[src/rtl/interval_pkg.sv]
// -----------------------------------------------------------------------------
// interval_pkg
// Shared definitions for the interval meter:
//   - state_t      : measurement FSM states (IDLE, COUNTING, DONE)
//   - DEFAULT_WIDTH: default count/result width
//   - max_count()  : largest value representable in a given width (2^w - 1)
// -----------------------------------------------------------------------------
package interval_pkg;

  typedef enum logic [1:0] {
    IDLE     = 2'd0,
    COUNTING = 2'd1,
    DONE     = 2'd2
  } state_t;

  localparam int DEFAULT_WIDTH = 4;

  // Saturation point of a WIDTH-bit counter. Valid for widths up to 31.
  function automatic int unsigned max_count(input int unsigned width);
    return (32'd1 << width) - 32'd1;
  endfunction

endpackage : interval_pkg

[src/rtl/sat_counter.sv]
// -----------------------------------------------------------------------------
// sat_counter
// Up-counter that loads the value 1 on request and otherwise increments,
// holding at its maximum value instead of wrapping to zero.
//
// Ports:
//   clk      in   system clock
//   reset    in   asynchronous, active-high; clears count
//   load_one in   load count with 1 (takes priority over inc)
//   inc      in   increment by one unless already at max
//   count    out  current count
//   at_max   out  count equals 2^WIDTH-1
// -----------------------------------------------------------------------------
module sat_counter
  import interval_pkg::*;
#(
  parameter int WIDTH = DEFAULT_WIDTH
) (
  input  logic             clk,
  input  logic             reset,
  input  logic             load_one,
  input  logic             inc,
  output logic [WIDTH-1:0] count,
  output logic             at_max
);

  localparam logic [WIDTH-1:0] MAX_VAL = WIDTH'(max_count(WIDTH));
  localparam logic [WIDTH-1:0] ONE     = WIDTH'(1);

  assign at_max = (count == MAX_VAL);

  // NOTE: sequential state uses non-blocking assignments so every register
  // samples pre-edge values and simulation matches the synthesized flops.
  always_ff @(posedge clk or posedge reset) begin
    if (reset) begin
      count <= '0;
    end else if (load_one) begin
      count <= ONE;
    end else if (inc && !at_max) begin
      count <= count + ONE;
    end
  end

endmodule : sat_counter

[src/rtl/interval_meter.sv]
// -----------------------------------------------------------------------------
// interval_meter
// Measures the number of clk edges between a sampled start and a sampled
// stop. Start at edge N and stop at edge N+k yields value=k (k>=1). Intervals
// longer than 2^WIDTH-1 cycles saturate the result and raise overflow. The
// result is offered with a valid/ack handshake and held until acknowledged.
//
// Ports:
//   clk      in   system clock; all inputs sampled on posedge
//   reset    in   asynchronous, active-high; clears all state immediately
//   start    in   begin or restart a measurement
//   stop     in   end the current measurement
//   ack      in   consumer has taken the result
//   value    out  measured interval in cycles (meaningful while valid=1)
//   valid    out  result available; held until ack
//   overflow out  interval exceeded 2^WIDTH-1 cycles (meaningful with valid)
//   busy     out  measurement in progress
// -----------------------------------------------------------------------------
module interval_meter
  import interval_pkg::*;
#(
  parameter int WIDTH = DEFAULT_WIDTH
) (
  input  logic             clk,
  input  logic             reset,
  input  logic             start,
  input  logic             stop,
  input  logic             ack,
  output logic [WIDTH-1:0] value,
  output logic             valid,
  output logic             overflow,
  output logic             busy
);

  state_t           state;
  logic [WIDTH-1:0] count;
  logic             at_max;
  logic             load_one;
  logic             inc;

  // Counter control. A (re)start loads 1 so that a stop on the very next
  // edge reports an interval of one cycle. While counting, a sampled start or
  // stop freezes normal incrementing for that edge.
  // NOTE: every signal driven here gets a default first so no path through
  // the case leaves it unassigned, which would infer a latch.
  always_comb begin
    load_one = 1'b0;
    inc      = 1'b0;
    unique case (state)
      IDLE:     load_one = start;
      COUNTING: begin
        load_one = start;
        inc      = !start && !stop;
      end
      DONE:     load_one = ack && start;
      default:  ;
    endcase
  end

  sat_counter #(.WIDTH(WIDTH)) u_counter (
    .clk      (clk),
    .reset    (reset),
    .load_one (load_one),
    .inc      (inc),
    .count    (count),
    .at_max   (at_max)
  );

  // FSM plus result/flag registers. busy is set only on entry to COUNTING and
  // cleared on the stop that sets valid, so the two are never high together.
  always_ff @(posedge clk or posedge reset) begin
    if (reset) begin
      state    <= IDLE;
      value    <= '0;
      valid    <= 1'b0;
      overflow <= 1'b0;
      busy     <= 1'b0;
    end else begin
      unique case (state)
        IDLE: begin
          if (start) begin
            state    <= COUNTING;
            overflow <= 1'b0;
            busy     <= 1'b1;
          end
        end

        COUNTING: begin
          if (start) begin
            // Restart wins over a simultaneous stop.
            overflow <= 1'b0;
          end else if (stop) begin
            // overflow deliberately keeps its current value here.
            value <= count;
            valid <= 1'b1;
            busy  <= 1'b0;
            state <= DONE;
          end else if (at_max) begin
            // Counter holds at max; the extra cycle is recorded as overflow.
            overflow <= 1'b1;
          end
        end

        DONE: begin
          // Without ack the result is held; a lone start cannot overwrite it.
          if (ack) begin
            valid    <= 1'b0;
            overflow <= 1'b0;
            if (start) begin
              state <= COUNTING;
              busy  <= 1'b1;
            end else begin
              state <= IDLE;
            end
          end
        end

        default: begin
          state <= IDLE;
          busy  <= 1'b0;
          valid <= 1'b0;
        end
      endcase
    end
  end

endmodule : interval_meter

[config.mk]
export PLATFORM = sky130hd
export DESIGN_NAME = interval_meter
export DESIGN_NICKNAME = d
export VERILOG_FILES = /design/src/rtl/interval_pkg.sv /design/src/rtl/sat_counter.sv /design/src/rtl/interval_meter.sv
export SDC_FILE = /design/constraint.sdc
export NUM_CORES = 1
export LEC_CHECK = 0
export ABC_AREA = 1
export ABC_CLOCK_PERIOD_IN_PS = 1100
export BUFFER_PORTS_ARGS = -buffer_cell sky130_fd_sc_hd__clkbuf_2
export CAP_MARGIN = 40
export CORE_MARGIN = 2
export CORE_UTILIZATION = 46
export CTS_CLUSTER_SIZE = 12
export DETAILED_ROUTE_END_ITERATION = 8
export MAX_ROUTING_LAYER = met4
export PLACE_DENSITY_LB_ADDON = 0.2
export SYNTH_ARGS = -nofsm -noshare
export SYNTH_HDL_FRONTEND = slang
export SYNTH_SLANG_ARGS = --single-unit
export TNS_END_PERCENT = 5
[constraint.sdc]
create_clock -name clk -period 1.1 [get_ports clk]
set_input_delay 0 -clock clk [delete_from_list [all_inputs] [get_ports clk]]
set_output_delay 0 -clock clk [all_outputs]
set_load 0.05 [all_outputs]
# Word-level counts from Yosys, hierarchy flattened
# Cells that the tools add are included.
[classes]
addsub = 1
n_eq_ne = 9
n_mux = 24
n_bitwise = 2
n_reduce_logical = 15
[op_table]
columns = ["op", "count"]
rows = [
  ["1-bit 2-to-1 mux", 13],
  ["1-bit case mux with 3 select lines", 3],
  ["2-bit 2-to-1 mux", 4],
  ["4-bit 2-to-1 mux", 2],
  ["2-bit != test, second input constant", 4],
  ["4-bit AND reduction", 2],
  ["2-bit case mux with 3 select lines", 1],
  ["3-bit AND reduction", 2],
  ["5-bit AND reduction", 1],
  ["4-bit by 1-bit adder with 4-bit output, second input constant", 1],
  ["4-bit equality test, second input constant", 1],
  ["1-bit logical AND", 3],
  ["1-bit zero test", 3],
  ["3-bit by 2-bit != test with 1-bit output, second input constant", 1],
  ["3-bit != test, second input constant", 1],
  ["3-bit nonzero test", 1],
  ["2-bit by 1-bit equality test with 1-bit output, second input constant", 1],
  ["2-bit equality test, second input constant", 1],
  ["2-bit zero test", 1],
  ["1-bit inverter", 2],
  ["1-bit case mux with 2 select lines", 1],
  ["2-bit nonzero test", 1],
  ["2-bit OR reduction", 1],
]
[totals]
register_bits = 13
out_inout_bits = 7

# Logic depth before layout (Yosys ltp)
# Gate-level depths: netlist of run 1.
[logic_depth]
depth_word = 6
depth_mapped = 7

# Modules after synthesis
# From an unflattened synthesis of run 1, not the netlist that was laid out.
[unflattened]
cells_unflattened = 85
area_unflattened_um2 = 691.9
[modules_own_cells]
columns = ["module", "instances", "cells_each", "area_per_inst_um2", "seq_area_each_um2"]
rows = [
  ["interval_meter", 1, 55, 455.4, 225.2],
  ["sat_counter", 1, 30, 236.5, 100.1],
]

# Least setup slack after synthesis of run 1
# No wires, ideal clock.
[synth_timing]
kind = "reg-to-reg"
startpoint = "register u_counter.count[0]"
endpoint = "register overflow"
arrival_time_ns = 1.009
required_ns = 0.981
path_slack_ns = -0.028
path_stages_with_launch = 7
path_buffers = 0
period_less_slack_ns = 1.128
cell_sequence = "dfrtp_1 ha_1 nand3_2 o21ai_1 nand2_1 nand2_1 nand2_1"
[synth_between]
elab_chain_cells = 3
[synth_lines]
columns = ["item", "line", "text"]
rows = [
  ["start: declaration", "sat_counter.sv:23", "output logic [WIDTH-1:0] count,"],
  ["start signal: assignment", "sat_counter.sv:40", "count <= count + ONE;"],
  ["4-bit equality test", "sat_counter.sv:30", "assign at_max = (count == MAX_VAL);"],
  ["3-bit by 2-bit != test with 1-bit output (no line)", "-", ""],
  ["5-bit AND reduction (no line)", "-", ""],
  ["end signal: assignment", "interval_meter.sv:76", "overflow <= 1'b0;"],
  ["end signal: assignment", "interval_meter.sv:83", "overflow <= 1'b0;"],
  ["end signal: assignment", "interval_meter.sv:91", "overflow <= 1'b0;"],
  ["end: declaration", "interval_meter.sv:31", "output logic overflow,"],
]
# No other way between the ends.
# A chain may end at the register's enable or synchronous reset.

# Final worst setup path of run 1
[layout_timing]
startpoint = "register state[1]"
endpoint = "register u_counter.count[0]"
[layout_between]
elab_chain_cells = 4
word_cells_on_any_way = 9
[layout_lines]
columns = ["item", "line", "text"]
rows = [
  ["start: declaration", "interval_meter.sv:35", "state_t state;"],
  ["start signal: assignment", "interval_meter.sv:73", "state <= IDLE;"],
  ["start signal: assignment", "interval_meter.sv:82", "state <= COUNTING;"],
  ["start signal: assignment", "interval_meter.sv:97", "state <= DONE;"],
  ["2-bit by 1-bit equality test with 1-bit output / 2-bit zero test (equally long branches)", "interval_meter.sv:49", "unique case (state)"],
  ["2-bit OR reduction (no line) / 1-bit 2-to-1 mux (equally long branches)", "-", ""],
  ["1-bit case mux with 2 select lines / 1-bit logical AND (equally long branches)", "interval_meter.sv:49, sat_counter.sv:39", ""],
  ["4-bit 2-to-1 mux / 2-bit nonzero test (equally long branches)", "-", ""],
]
# Parallel ways exist; a longest one is shown, timed or not.

==> summary by stage, run 1 <==
Run status
The flow ran to the end, but the final reports show violations. The final reports fail on negative setup slack.

Timing
Setup repair after global routing could not meet its margin everywhere. The number of endpoints with negative hold slack in the final report came to 0. At the pin with the least slew margin, the transition time is 0.498 ns. The setup slack after layout is -0.0525 ns. Based on the critical path, the design can be clocked at up to 868 MHz. The number of failing setup endpoints in the final timing report is 6.

The headroom to the max-slew limit is 0.668. The final-report max-slew violation count was 0. Dividing the final minimum period by the clock period gives 1.05. The total negative setup slack is -0.134 ns. Between clock sinks in the finished design, the worst skew comes to 0.00693 ns. For the finished layout, the period the worst path requires is 1.15 ns.

Synthesis
In the synthesized netlist, the number of instances is 80. Summed over all instances, the cell type with the most area after synthesis is sky130_fd_sc_hd__dfrtp_1. The share of the Yosys chip area taken by registers is 0.490. The average cell area after synthesis is 8.30 µm². The most used flip-flop cell after synthesis is sky130_fd_sc_hd__dfrtp_1. In the synthesized netlist the async set-or-reset flop fraction comes to 1.00. Of the post-synthesis cell area, the dominant cell type holds 0.490. The number of flops mapped to enable cells by yosys is 0. The flip-flop and latch count after synthesis is 13. The commonest cells after synthesis are sky130_fd_sc_hd__nand2_1 (22), sky130_fd_sc_hd__dfrtp_1 (13), sky130_fd_sc_hd__nand3_1 (12).

Synthesis instantiated 17 different standard cells from the library. For this run, the number of Yosys warnings is 0. In the post-synthesis netlist, the biggest area contributors are sky130_fd_sc_hd__dfrtp_1 (49%), sky130_fd_sc_hd__nand2_1 (12%), sky130_fd_sc_hd__nand3_1 (9.0%). The number of nets in the synthesized netlist is 86. The most common cell in the netlist is sky130_fd_sc_hd__nand2_1. The mapped netlist covers 664 µm².

Detailed routing
The first TritonRoute pass finished after 4 iterations. The final route contains 596 vias. The wire length after detailed routing is 1320 µm. The ratio of routed vias to standard cells is 5.18. After the first detailed-routing iteration, the DRC count stood at 17.

The number of nets with antenna violations after detailed routing is 0. The remaining routing DRC violations is 0. Dividing the detail-routed wire length by the instance count gives 11.5 µm.

Critical path
The worst setup path is captured at a flip-flop. The worst setup path is of the flip-flop to flip-flop kind. The critical path goes through inv_2, nand2_4, nor2_8, nand3_4, nand2_1, nand3_1. The worst setup path is launched from a flip-flop.

For the worst setup path, the data arrival time is 1.31 ns. The critical path's largest stage delay is 0.44 ns. The data required time at the worst endpoint is 1.25 ns.

The slowest cell on the critical path is sky130_fd_sc_hd__dfrtp_1. The largest fanout of any net on the critical path is 7.

Clock tree
Counting the buffers created by CTS gives 3. The number of clock sinks is 13. The maximum level of the CTS H-tree is 1. The number of setup buffers added after CTS is 0. The cell sitting at the root of the clock tree is a sky130_fd_sc_hd__clkbuf_4. In this run the deepest clock path goes through 2 buffers. The latest clock arrival within the worst-skew pair is 0.28 ns.

The clock-pin slew on the worst setup and hold paths is 0.08 ns. TritonCTS built the clock tree.

GRT
For this run, the total global-route usage over all layers was measured as 0.171. The via count of the first global-routing pass was 527. The first-pass GRT wire length is 2200 µm. The global-route congestion overflow total is 0. The pin count of the biggest net entering global routing is 14. The initial antenna violation count is 0.

Placed design
The final HPWL from detailed placement is 945 µm. The placed instance area is 774 µm². The number of placed instances, taps included, is 110. Port buffering added 11 buffers.

The last weighted congestion value of the routability-driven placer is 0.833.

Layout
The post-layout instance count excluding filler cells is 115. The area growth from synthesis to layout is 26.2%. In the final layout, the share of cells above drive strength 1 is 0.320. The total inserted antenna cells is 0. The filler cells instantiated in the layout total 105. After the last flow step, the layout net total stands at 107. With fillers left out, the area of the finished cells amounts to 838 µm².

Floorplanning
The number of I/O pins is 12. The die footprint is 1760 µm². The number of placement rows is 13. The die boundary width is 42.0 µm. After floorplanning, the core was sized to cover 1320 µm². For this configuration, the core starts out at a cell density of 0.504. The overall die height is 42.0 µm.

Pwr
For this design the ratio of total power to cell area is 2390 nW/µm². The reported leakage power is 0.468 nW. IR analysis of the VDD net gives a maximum drop of 1.01 mV.

Worst hold path
The kind of path behind the tightest hold check is input pin to flip-flop.

Run
Across the run, the number of max-cap violations was 0.
-- per-stage QoR --
step / util / hold slack (ns) / power [mW] / setup slack, ns
after floorplan: - / -0.123 / 1.40 / -0.00681
after global placement: 0.588 / 0.0369 / 1.64 / -0.0117
after detailed placement: 0.588 / 0.0284 / 1.65 / -0.0227
after CTS: 0.625 / 0.0442 / 1.97 / -0.0221
after global routing: 0.636 / 0.0638 / 2.13 / -0.134
final: 0.636 / 0.0512 / 2.01 / -0.0525
-- per-layer routing --
metal	global-route usage	wire length [µm]
met1	0.222	648
met2	0.263	575
met3	0.0129	80
met4	0.0968	16
met5	-	0
-- cell families (layout without fill, tap and decap cells) --
logic type | count (synthesis) | in the layout | synth area share
adder cells (fa/ha/maj) | 1 | 1 | 0.0188
flip-flops | 13 | 13 | 0.490
buffers and inverters | 11 | 31 | 0.0621
AO/OA/AOI/OAI | 7 | 7 | 0.0546
AND/OR/NAND/NOR | 47 | 47 | 0.362
XOR/XNOR | 1 | 1 | 0.0132
-- sequential cells by signal (all words and copies together), names as in the netlist --
register	flops
u_counter.count	4
value	4
state	2
busy	1
overflow	1
valid	1
-- layout by cell type (no fill, tap or decap), drive strengths merged --
cell         instances
nand2               24
nand4                2
clkbuf              15
nand3               14
o21ai                3
a31oi                1
dlygate4sd3          1
buf                  4
a21oi                3
inv                 11
xor2                 1
dfrtp               13
nor2                 7
ha                   1
-- power breakdown --
| part | internal (mW) | switching (mW) | total, mW | leakage, nW |
|---|---|---|---|---|
| clock network | 0.141 | 0.158 | 0.298 | 0.0150 |
| registers | 0.619 | 0.121 | 0.740 | 0.163 |
| logic | 0.298 | 0.669 | 0.967 | 0.290 |
| total | 1.06 | 0.947 | 2.01 | 0.468 |
-- worst paths after layout --
check                           depth (start not counted)            startpoint  slack (ns)                              to
worst min-delay path                                    3                  stop        0.05            value[1]$_DFFE_PP0P_
min in group asynchronous                               3                 reset        0.26            overflow$_DFFE_PP0P_
worst max register to register                          6  state[1]$_DFFE_PP0P_       -0.05  u_counter.count[0]$_DFFE_PP0P_
worst max-delay path                                    6  state[1]$_DFFE_PP0P_       -0.05  u_counter.count[0]$_DFFE_PP0P_
worst min register to register                          2  value[2]$_DFFE_PP0P_        0.47            value[2]$_DFFE_PP0P_
max in group asynchronous                               3                 reset        0.47            state[0]$_DFFE_PP0P_
-- critical path: cells and delay by family (launching register included) --
kind                   cells  cell delay (ns)
AND/OR/NAND/NOR            5             0.48
flip-flops                 1             0.44
buffers and inverters      1             0.10
-- cell type report --
class / count / area [µm²] / area share
inverter: 11 / 41.3 / 0.0493
timing repair buffer: 16 / 95.1 / 0.113
tap: 15 / 18.8 / 0.0224
sequential: 13 / 327 / 0.390
multi-input combinational: 56 / 330 / 0.394
clock buffer: 4 / 26.3 / 0.0313
-- repair_timing --
action | CTS | global route
setup endpoints to repair | 9 | 13
pin swaps | 1 | 2
gates resized for setup | 2 | 3
cloned | 0 | 0
endpoints found under the hold margin | 13 | 0
hold buffers | 1 | 0
(Power assumes the default switching activity.)
==> run 2: changes to the inputs <==
CELL_PAD_IN_SITES_DETAIL_PLACEMENT = 0   (was not set)
CELL_PAD_IN_SITES_GLOBAL_PLACEMENT = 1   (was not set)
CORE_UTILIZATION = 35   (was 46)
SYNTH_HIERARCHICAL = 1   (was not set)
==> run 2 against run 1 <==
  * Largest cell class unchanged
  * Highest routed layer unchanged
  * Synthesized cell count increased by 6.3%
  * Wire length up 20%
  * Clock-buffer cell count decreased by 1
  * Core utilization decreased by 14 points
  * Maximum frequency grew 1.4%
  * Die area up 33%
  * Sequential share of layout area decreased by 4.5 points
  * Synthesized area increased by 4.1%
  * Sequential cell count did not move
  * The flow still finishes with violations (negative setup slack)
==> summary by stage, run 2 <==
Timing
The fmax is 879 MHz (+1.4%). The setup slack after layout is -0.0371 ns (+0.0154 ns). Setup repair after global routing could not meet its margin everywhere.

The number of endpoints with negative hold slack in the final report is 0 (unchanged). The total negative setup slack was -0.150 ns (-0.0160 ns). The final critical-path required period was 1.14 ns (-0.0154 ns). The clock skew is 0.00408 ns (-0.00285 ns). The final-report max-slew violation count was 0 (unchanged). The headroom to the max-slew limit came to 0.755 (+0.0873). The part of the cycle the worst path needs is 1.03 (-0.0140). The number of failing setup endpoints in the final timing report is 8 (+2).

The measured slew at the worst slew-check pin is 0.367 ns (-0.131 ns). The worst hold-check slack is 0.0646 ns (+0.0133 ns).

GRT
The first-pass GRT wire length is 2440 µm (+11%). The via count of the first global-routing pass is 547 (+3.8%). The global-route congestion overflow total came to 0 (unchanged).

The initial antenna violation count is 0 (unchanged). The pin count of the biggest net entering global routing was 10 (-4). The aggregate global-route resource usage is 0.148 (-0.0230).

Synthesis
The share of async-settable or async-resettable flops after synthesis is 1.00 (unchanged). The commonest register cell after synthesis is sky130_fd_sc_hd__dfrtp_1. By instance count, the leading cell after synthesis is sky130_fd_sc_hd__nand2_1. The warning count from the yosys run was 6 (+6).

The netlist area before placement is 692 µm² (+4.1%). After synthesis, the cell types taking the most area are sky130_fd_sc_hd__dfrtp_1 (47%), sky130_fd_sc_hd__nand2_1 (13%), sky130_fd_sc_hd__inv_1 (7.1%). The count of different cell masters after synthesis is 21 (+4). The portion of synthesized cell area occupied by the leading cell type came to 0.470 (-0.0195). Sorting the synthesized cells by how often they occur yields sky130_fd_sc_hd__nand2_1 (24), sky130_fd_sc_hd__dfrtp_1 (13), sky130_fd_sc_hd__inv_1 (13). The synthesized design spends more area on one cell type than any other, namely sky130_fd_sc_hd__dfrtp_1. The post-synthesis cell count is 85 (+6.3%). The average cell area after synthesis is 8.14 µm² (-2.0%). The register area share after synthesis is 0.470 (-0.0195). The flip-flop and latch count after synthesis is 13 (unchanged).

The number of nets in the synthesized netlist is 91 (+5.8%). The number of flops mapped to enable cells by yosys is 0 (unchanged).

Clock tree
The clock tree buffer depth was 2 (unchanged). The number of buffers added by the clock tree synthesis step is 3 (unchanged). The root buffer cell chosen for the clock tree is sky130_fd_sc_hd__clkbuf_4. The latest clock arrival within the worst-skew pair came to 0.28 ns (about the same). The number of clock sinks is 13 (unchanged). The clock-pin slew on the worst setup and hold paths came to 0.09 ns (about the same). The CTS tree is built. The maximum level of the CTS H-tree was 1 (unchanged).

Pwr
The reported leakage power is 0.494 nW (+5.6%). The total power divided by cell area was 2180 nW/µm² (-8.8%). The total chip power is 2.07 mW (+3.1%). The peak ir drop on the vdd network came to 0.752 mV (-26%).

Layout
In the layout the commonest cells are sky130_fd_sc_hd__nand2_1 (20), sky130_fd_sc_hd__dfrtp_1 (12), sky130_fd_sc_hd__inv_1 (11), sky130_fd_sc_hd__clkbuf_2 (11), sky130_fd_sc_hd__buf_4 (9). The largest registers in the layout are u_counter/count: 4 flops, value: 4 flops, state: 2 flops. The number of fillers in the final layout was 211 (+100%). Compared with the post-synthesis result, the final layout area differs by 36.9%.

The most common cell after layout, fill and taps aside is sky130_fd_sc_hd__nand2_1. The number of nets in the layout is 119 (+11%). The total inserted antenna cells was 0 (unchanged). The proportion of layout cells with a drive suffix above 1 is 0.420 (+0.0996).

The post-layout instance count excluding filler cells is 139 (+21%).

Critical path
Tracing the worst setup path back leads to its startpoint at state[0]$_DFFE_PP0P_. The worst flop-to-flop path startpoint is state[0]$_DFFE_PP0P_. The register-to-register path setup slack was -0.04 ns (+0.02 ns). The setup path with the least slack is of type flip-flop to flip-flop.

The worst endpoint data arrival time is 1.32 ns (about the same). The data required time at the worst endpoint is 1.28 ns (+0.03 ns). The kind of launch point of the worst setup path is a flip-flop. The number of cell instances on the worst register-to-register path is 6 (unchanged). The largest fanout of any net on the critical path was 5 (-2). The capturing element type of the critical path is a flip-flop. The capture point of the worst reg-to-reg path is value[2]$_DFFE_PP0P_.

In this run the worst setup path terminates at value[2]$_DFFE_PP0P_.

Run
The number of maximum-capacitance violations was 0 (unchanged).

Placed design
The last weighted congestion value of the routability-driven placer is 0.840 (+0.79%). The total placed cells including tap cells is 131 (+19%). The count of port buffers added during placement is 11 (unchanged). The final HPWL from detailed placement was 1180 µm (+25%).

Detailed routing
The number of detailed-route iterations in the first pass is 3 (-1). The remaining routing DRC violations is 0 (unchanged). The number of nets with antenna violations after detailed routing is 0 (unchanged).

The initial DRC count came to 9 (-8). The wire length after detailed routing is 1590 µm (+20%). The average wire length per cell after detail routing is 11.4 µm (-0.73%).

The ratio of routed vias to standard cells is 4.55 (-12%). The total via count after detailed routing is 633 (+6.2%).

Worst hold path
The kind of path behind the tightest hold check is input pin to flip-flop.

Floorplanning
The effective utilization at floorplan is 0.360 (-0.144). The die footprint is 2350 µm² (+33%). The number of placement rows came to 16 (+3). The die boundary width is 48.5 µm (+15%). The core region area came to 1920 µm² (+46%). The number of I/O pins was 12 (unchanged). The overall die height came to 48.5 µm (+15%).

Run status
The flow ran to the end, but the final reports show violations. The final reports fail on negative setup slack.
==> run 2: changes by cell type after synthesis, sizes merged <==
cell and delta:
a31oi -1, inv +4, nand2 +3, nand3 -8, nand3b +1, nand4 +1
nor4 +1, o21ai +3, o31ai +1
==> run 2: report_power, final <==
part	internal (mW)	switching [mW]
logic	0.390	0.671
registers	0.595	0.0937
clock network	0.135	0.182
total	1.12	0.947
==> run 2: what timing repair did <==
item                                   CTS  global route
cloned                                   0             1
endpoints found under the hold margin   13             0
pin swaps                                4             6
setup endpoints to repair                8            12
setup buffers                            1             1
resized for setup                        2             5
hold buffers                             1             0
==> run 2: how the worst min path moves through the flow <==
stage,startpoint,endpoint,cells past startpoint,slack [ns]
after global routing,ack,state[0]$_DFFE_PP0P_,3,0.09
after global placement,reset,u_counter/count[2]$_DFFE_PP0P_,2,-0.12
final,ack,state[0]$_DFFE_PP0P_,3,0.06
after detailed placement,reset,u_counter/count[3]$_DFFE_PP0P_,2,-0.11
after CTS,ack,state[0]$_DFFE_PP0P_,3,0.05
after floorplan,reset,u_counter/count[0]$_DFFE_PP0P_,1,-0.23
==> run 2: area by class of cell <==
type / count / area (µm²) / share of cell area
multi-input combinational: 58 / 359 / 0.379
sequential: 13 / 327 / 0.345
timing repair buffer: 22 / 144 / 0.152
inverter: 15 / 56.3 / 0.0594
tap: 27 / 33.8 / 0.0357
clock buffer: 3 / 22.5 / 0.0238
clock inverter: 1 / 5.00 / 0.00528
==> run 2: critical path, cell delays in order, from the launching register on <==
cell	delay [ns]
sky130_fd_sc_hd__dfrtp_1	0.37
sky130_fd_sc_hd__inv_2	0.07
sky130_fd_sc_hd__buf_6	0.13
sky130_fd_sc_hd__nor2_4	0.19
sky130_fd_sc_hd__nand3_4	0.13
sky130_fd_sc_hd__nand2_1	0.09
sky130_fd_sc_hd__o21ai_1	0.05
==> run 2: per-stage QoR <==
| stage | setup slack [ns] | utilization | area [µm²] |
|---|---|---|---|
| after detailed placement | -0.0363 | 0.450 | 865 |
| after global placement | -0.0127 | 0.450 | 865 |
| after global routing | -0.126 | 0.493 | 947 |
| after floorplan | -0.0137 | - | 716 |
| final | -0.0371 | 0.493 | 947 |
| after CTS | -0.0251 | 0.478 | 918 |
==> run 2: cell families (layout without fill, tap and decap cells) <==
kind of cell,after synthesis,count (layout),share of synthesized area
XOR/XNOR,1,1,0.0127
buffers and inverters,15,41,0.0814
flip-flops,13,13,0.470
AO/OA/AOI/OAI,10,10,0.0814
AND/OR/NAND/NOR,45,46,0.336
adder cells (fa/ha/maj),1,1,0.0181
==> run 2: per-layer routing <==
metal,part of all wire,vias to the layer above,track usage
li1,-,328,-
met1,0.48,295,0.185
met2,0.49,8,0.218
met3,0.018,2,0.0278
met4,0.013,0,0.100
met5,0,-,-
==> run 3: changes to the inputs <==
ABC_AREA = not set   (was 1)
ABC_CLOCK_PERIOD_IN_PS = 1450   (was 1100)
CORE_UTILIZATION = 44   (was 35)
clock period = 1.45 ns   (was 1.1 ns; I/O delays follow)
==> run 3 against run 2 <==
  * The run now ends clean
  * Synthesized cell count down 33%
  * Largest power group is now sequential cells
  * Sequential power down 35%
  * Clock skew fell by 0.0019 ns
  * Die area down 22%
  * First-iteration DRC count shrank 11%
  * Critical path depth decreased by 3
  * Via count down 16%
  * Sequential share of layout area is 4.6 points higher
  * Total power down 51%
  * Wire length fell by 14%
  * Largest cell class is now flip-flops and latches
  * Worst setup slack better by 0.11 ns
  * Cell count shrank 31%
==> summary by stage, run 3 <==
Run status
The run finished with clean final reports.

GRT
The aggregate global-route resource usage is 0.179 (+0.0311). The pin count of the biggest net entering global routing is 10 (unchanged). The global-route congestion overflow total is 0 (unchanged). The via count of the first global-routing pass is 484 (-12%). The initial antenna violation count is 0 (unchanged). The first-pass GRT wire length came to 2320 µm (-5.1%).

Clock tree
The number of buffers added by the clock tree synthesis step is 3 (unchanged). The clock tree buffer depth was 2 (unchanged). The clock-pin slew on the worst setup and hold paths is 0.09 ns (about the same). The number of clock sinks came to 13 (unchanged). The latest clock arrival within the worst-skew pair was 0.28 ns (about the same). The root buffer cell is sky130_fd_sc_hd__clkbuf_4.

The maximum level of the CTS H-tree is 1 (unchanged). TritonCTS built the clock tree.

Timing
The measured slew at the worst slew-check pin is 0.380 ns (+0.0126 ns). Setup repair after global routing could not meet its margin everywhere. The headroom to the max-slew limit came to 0.747 (-0.00843). The total negative setup slack came to 0 ns (+0.150 ns). The setup slack after layout was 0.0736 ns (+0.111 ns). The number of endpoints with negative hold slack in the final report is 0 (unchanged). The part of the cycle the worst path needs came to 0.949 (-0.0845). The clock skew is 0.00216 ns (-0.00192 ns). The number of failing setup endpoints in the final timing report is 0 (-8). The final critical-path required period was 1.38 ns (+0.239 ns). The final-report max-slew violation count is 0 (unchanged). The worst hold-check slack came to 0.0600 ns (-0.00457 ns). The fmax is 727 MHz (-17%).

Worst hold path
In this run the worst hold path is classified as input pin to flip-flop.

Critical path
The largest fanout of any net on the critical path was 4 (-1). The category of the critical setup timing path is flip-flop to flip-flop. The worst setup path is launched from a flip-flop. Traced cell by cell, the critical path runs through nor4b_4, buf_4, mux2_2. STA classifies the critical path endpoint as a flip-flop. The buffers plus inverters on the worst setup path is 1 (-1). Broken down by cell family, the worst path's largest delay share belongs to flip-flops.

The data required time at the worst endpoint is 1.62 ns (+0.34 ns). The critical path's largest stage delay was 0.44 ns (+0.07 ns). The worst endpoint data arrival time came to 1.54 ns (+0.22 ns). The slowest cell on the critical path is sky130_fd_sc_hd__dfrtp_2.

Detailed routing
The number of detailed-route iterations in the first pass is 4 (+1). The number of nets with antenna violations after detailed routing is 0 (unchanged). The average wire length per cell after detail routing is 14.2 µm (+25%). The remaining routing DRC violations is 0 (unchanged). The ratio of routed vias to standard cells is 5.56 (+22%). The initial DRC count was 8 (-1). The wire length after detailed routing is 1360 µm (-14%). The total via count after detailed routing is 534 (-16%).

Synthesis
The number of flops mapped to enable cells by yosys came to 0 (unchanged). The warning count from the yosys run is 6 (unchanged). The cell taking the most area after synthesis is sky130_fd_sc_hd__dfrtp_1.

The netlist area before placement was 658 µm² (-4.9%). The number of nets in the synthesized netlist is 63 (-31%). The average cell area after synthesis is 11.5 µm² (+42%).

The flip-flop and latch count after synthesis is 13 (unchanged). The count of different cell masters after synthesis came to 26 (+24%). The commonest cells after synthesis are sky130_fd_sc_hd__dfrtp_1 (13), sky130_fd_sc_hd__a21oi_1 (4), sky130_fd_sc_hd__mux2_2 (4), sky130_fd_sc_hd__nand2b_1 (4), sky130_fd_sc_hd__o21ai_0 (4). The post-synthesis cell count is 57 (-33%). The register area share after synthesis is 0.494 (+0.0241). In the post-synthesis netlist, the biggest area contributors are sky130_fd_sc_hd__dfrtp_1 (49%), sky130_fd_sc_hd__mux2_2 (6.8%), sky130_fd_sc_hd__nand2b_1 (3.8%). The share of async-settable or async-resettable flops after synthesis is 1.00 (unchanged).

The portion of synthesized cell area occupied by the leading cell type is 0.494 (+0.0241). The most common cell in the netlist is sky130_fd_sc_hd__dfrtp_1. The commonest register cell after synthesis is sky130_fd_sc_hd__dfrtp_1.

Layout
The largest registers in the layout are u_counter/count: 4 flops, value: 4 flops, state: 2 flops. The end-of-flow core utilization is 0.619 (+0.126). The most common cell after layout, fill and taps aside is sky130_fd_sc_hd__dfrtp_1. Leaving out fill and tap cells, the most frequent cells in the layout are sky130_fd_sc_hd__dfrtp_1 (12), sky130_fd_sc_hd__clkbuf_2 (11), sky130_fd_sc_hd__buf_4 (10). The proportion of layout cells with a drive suffix above 1 is 0.444 (+0.0248). The area growth from synthesis to layout is 27.0%. The post-layout instance count excluding filler cells is 96 (-31%). The combined area of the multi-input logic cells was 312 µm² (-13%). The sequential cell area is 327 µm² (unchanged). The number of nets in the layout is 88 (-26%).

The total inserted antenna cells was 0 (unchanged). The number of fillers in the final layout is 114 (-46%).

Floorplanning
The number of I/O pins is 12 (unchanged). The effective utilization at floorplan is 0.487 (+0.127). The overall die height is 42.7 µm (-12%). The number of placement rows came to 13 (-3).

The die boundary width is 42.7 µm (-12%). The core region area is 1350 µm² (-30%). The die footprint is 1820 µm² (-22%).

Run
The number of maximum-capacitance violations came to 0 (unchanged).

Placed design
The setup slack at placement is 0.0317 ns (+0.0680 ns). The last weighted congestion value of the routability-driven placer came to 0.770 (-8.4%). The count of port buffers added during placement is 11 (unchanged).

The final HPWL from detailed placement is 983 µm (-17%). The total placed cells including tap cells is 87 (-34%).

Pwr
The peak ir drop on the vdd network is 0.946 mV (+26%). The total power divided by cell area is 1210 nW/µm² (-45%). The reported leakage power is 0.413 nW (-17%).
## run 3: changes by cell type after synthesis, moves of 3 or more
cell	before	now
sky130_fd_sc_hd__nand2_1	24	1
sky130_fd_sc_hd__o21ai_0	1	4
sky130_fd_sc_hd__mux2_2	0	4
sky130_fd_sc_hd__nand3_1	4	0
sky130_fd_sc_hd__nand2b_1	0	4
sky130_fd_sc_hd__o21ai_1	5	0
sky130_fd_sc_hd__inv_1	13	3
sky130_fd_sc_hd__nand2_2	3	0
## run 3: power by group
| part | switching (mW) | leakage (nW) | internal [mW] |
|---|---|---|---|
| registers | 0.0340 | 0.163 | 0.411 |
| logic | 0.209 | 0.232 | 0.125 |
| clock network | 0.127 | 0.0177 | 0.102 |
| total | 0.370 | 0.413 | 0.639 |
## run 3: worst reg2reg max path, delay by kind of cell, from the launching register on
kind	cells	cell delay (ns)
multiplexers	1	0.32
buffers and inverters	1	0.18
AND/OR/NAND/NOR	1	0.32
flip-flops	1	0.44
## run 3: layout make-up
| cell class | count | area share |
|---|---|---|
| Inverter | 3 | 0.0135 |
| Clock inverter | 1 | 0.00599 |
| Tap cell | 15 | 0.0225 |
| Multi-Input combinational cell | 39 | 0.373 |
| Clock buffer | 3 | 0.0269 |
| Timing Repair Buffer | 22 | 0.168 |
| Sequential cell | 13 | 0.391 |
## run 3: worst paths after layout
kind / start / end / slack (ns) / cells after the start
worst max-delay path: state[1]$_DFFE_PP0P_ / value[1]$_DFFE_PP0P_ / 0.07 / 3
worst min-delay path: ack / state[0]$_DFFE_PP0P_ / 0.06 / 3
worst max register to register: state[1]$_DFFE_PP0P_ / value[1]$_DFFE_PP0P_ / 0.07 / 3
worst min register to register: valid$_DFFE_PP0P_ / valid$_DFFE_PP0P_ / 0.50 / 1
max in group asynchronous: reset / state[1]$_DFFE_PP0P_ / 0.92 / 3
min in group asynchronous: reset / u_counter/count[0]$_DFFE_PP0P_ / 0.15 / 3
## run 3: stage by stage
step	area (µm²)	power (mW)
3_5_place_dp	767	0.770
6_report	836	1.01
4_1_cts	805	1.00
5_1_grt	836	1.07
2_1_floorplan	664	0.684
3_3_place_gp	767	0.765
## run 3: logic make-up after synthesis
| family | count (synthesis) | synth area share |
|---|---|---|
| and+or+nand+nor | 19 | 0.221 |
| AOI/OAI and AO/OA | 13 | 0.125 |
| DFF | 13 | 0.494 |
| muxes | 6 | 0.0989 |
| buffers and inverters | 5 | 0.0418 |
| adders and majority gates | 1 | 0.0190 |
## run 3: per-layer routing
layer	track usage	routed length, µm
met1	0.231	659
met2	0.261	641
met3	0.0511	49
met4	0.0750	12
met5	-	0
## run 3: what timing repair did
item	CTS	global route
endpoints found under the setup margin	0	2
hold buffers	1	0
gates resized for setup	0	2
hold endpoints to repair	13	0
setup buffers	0	4
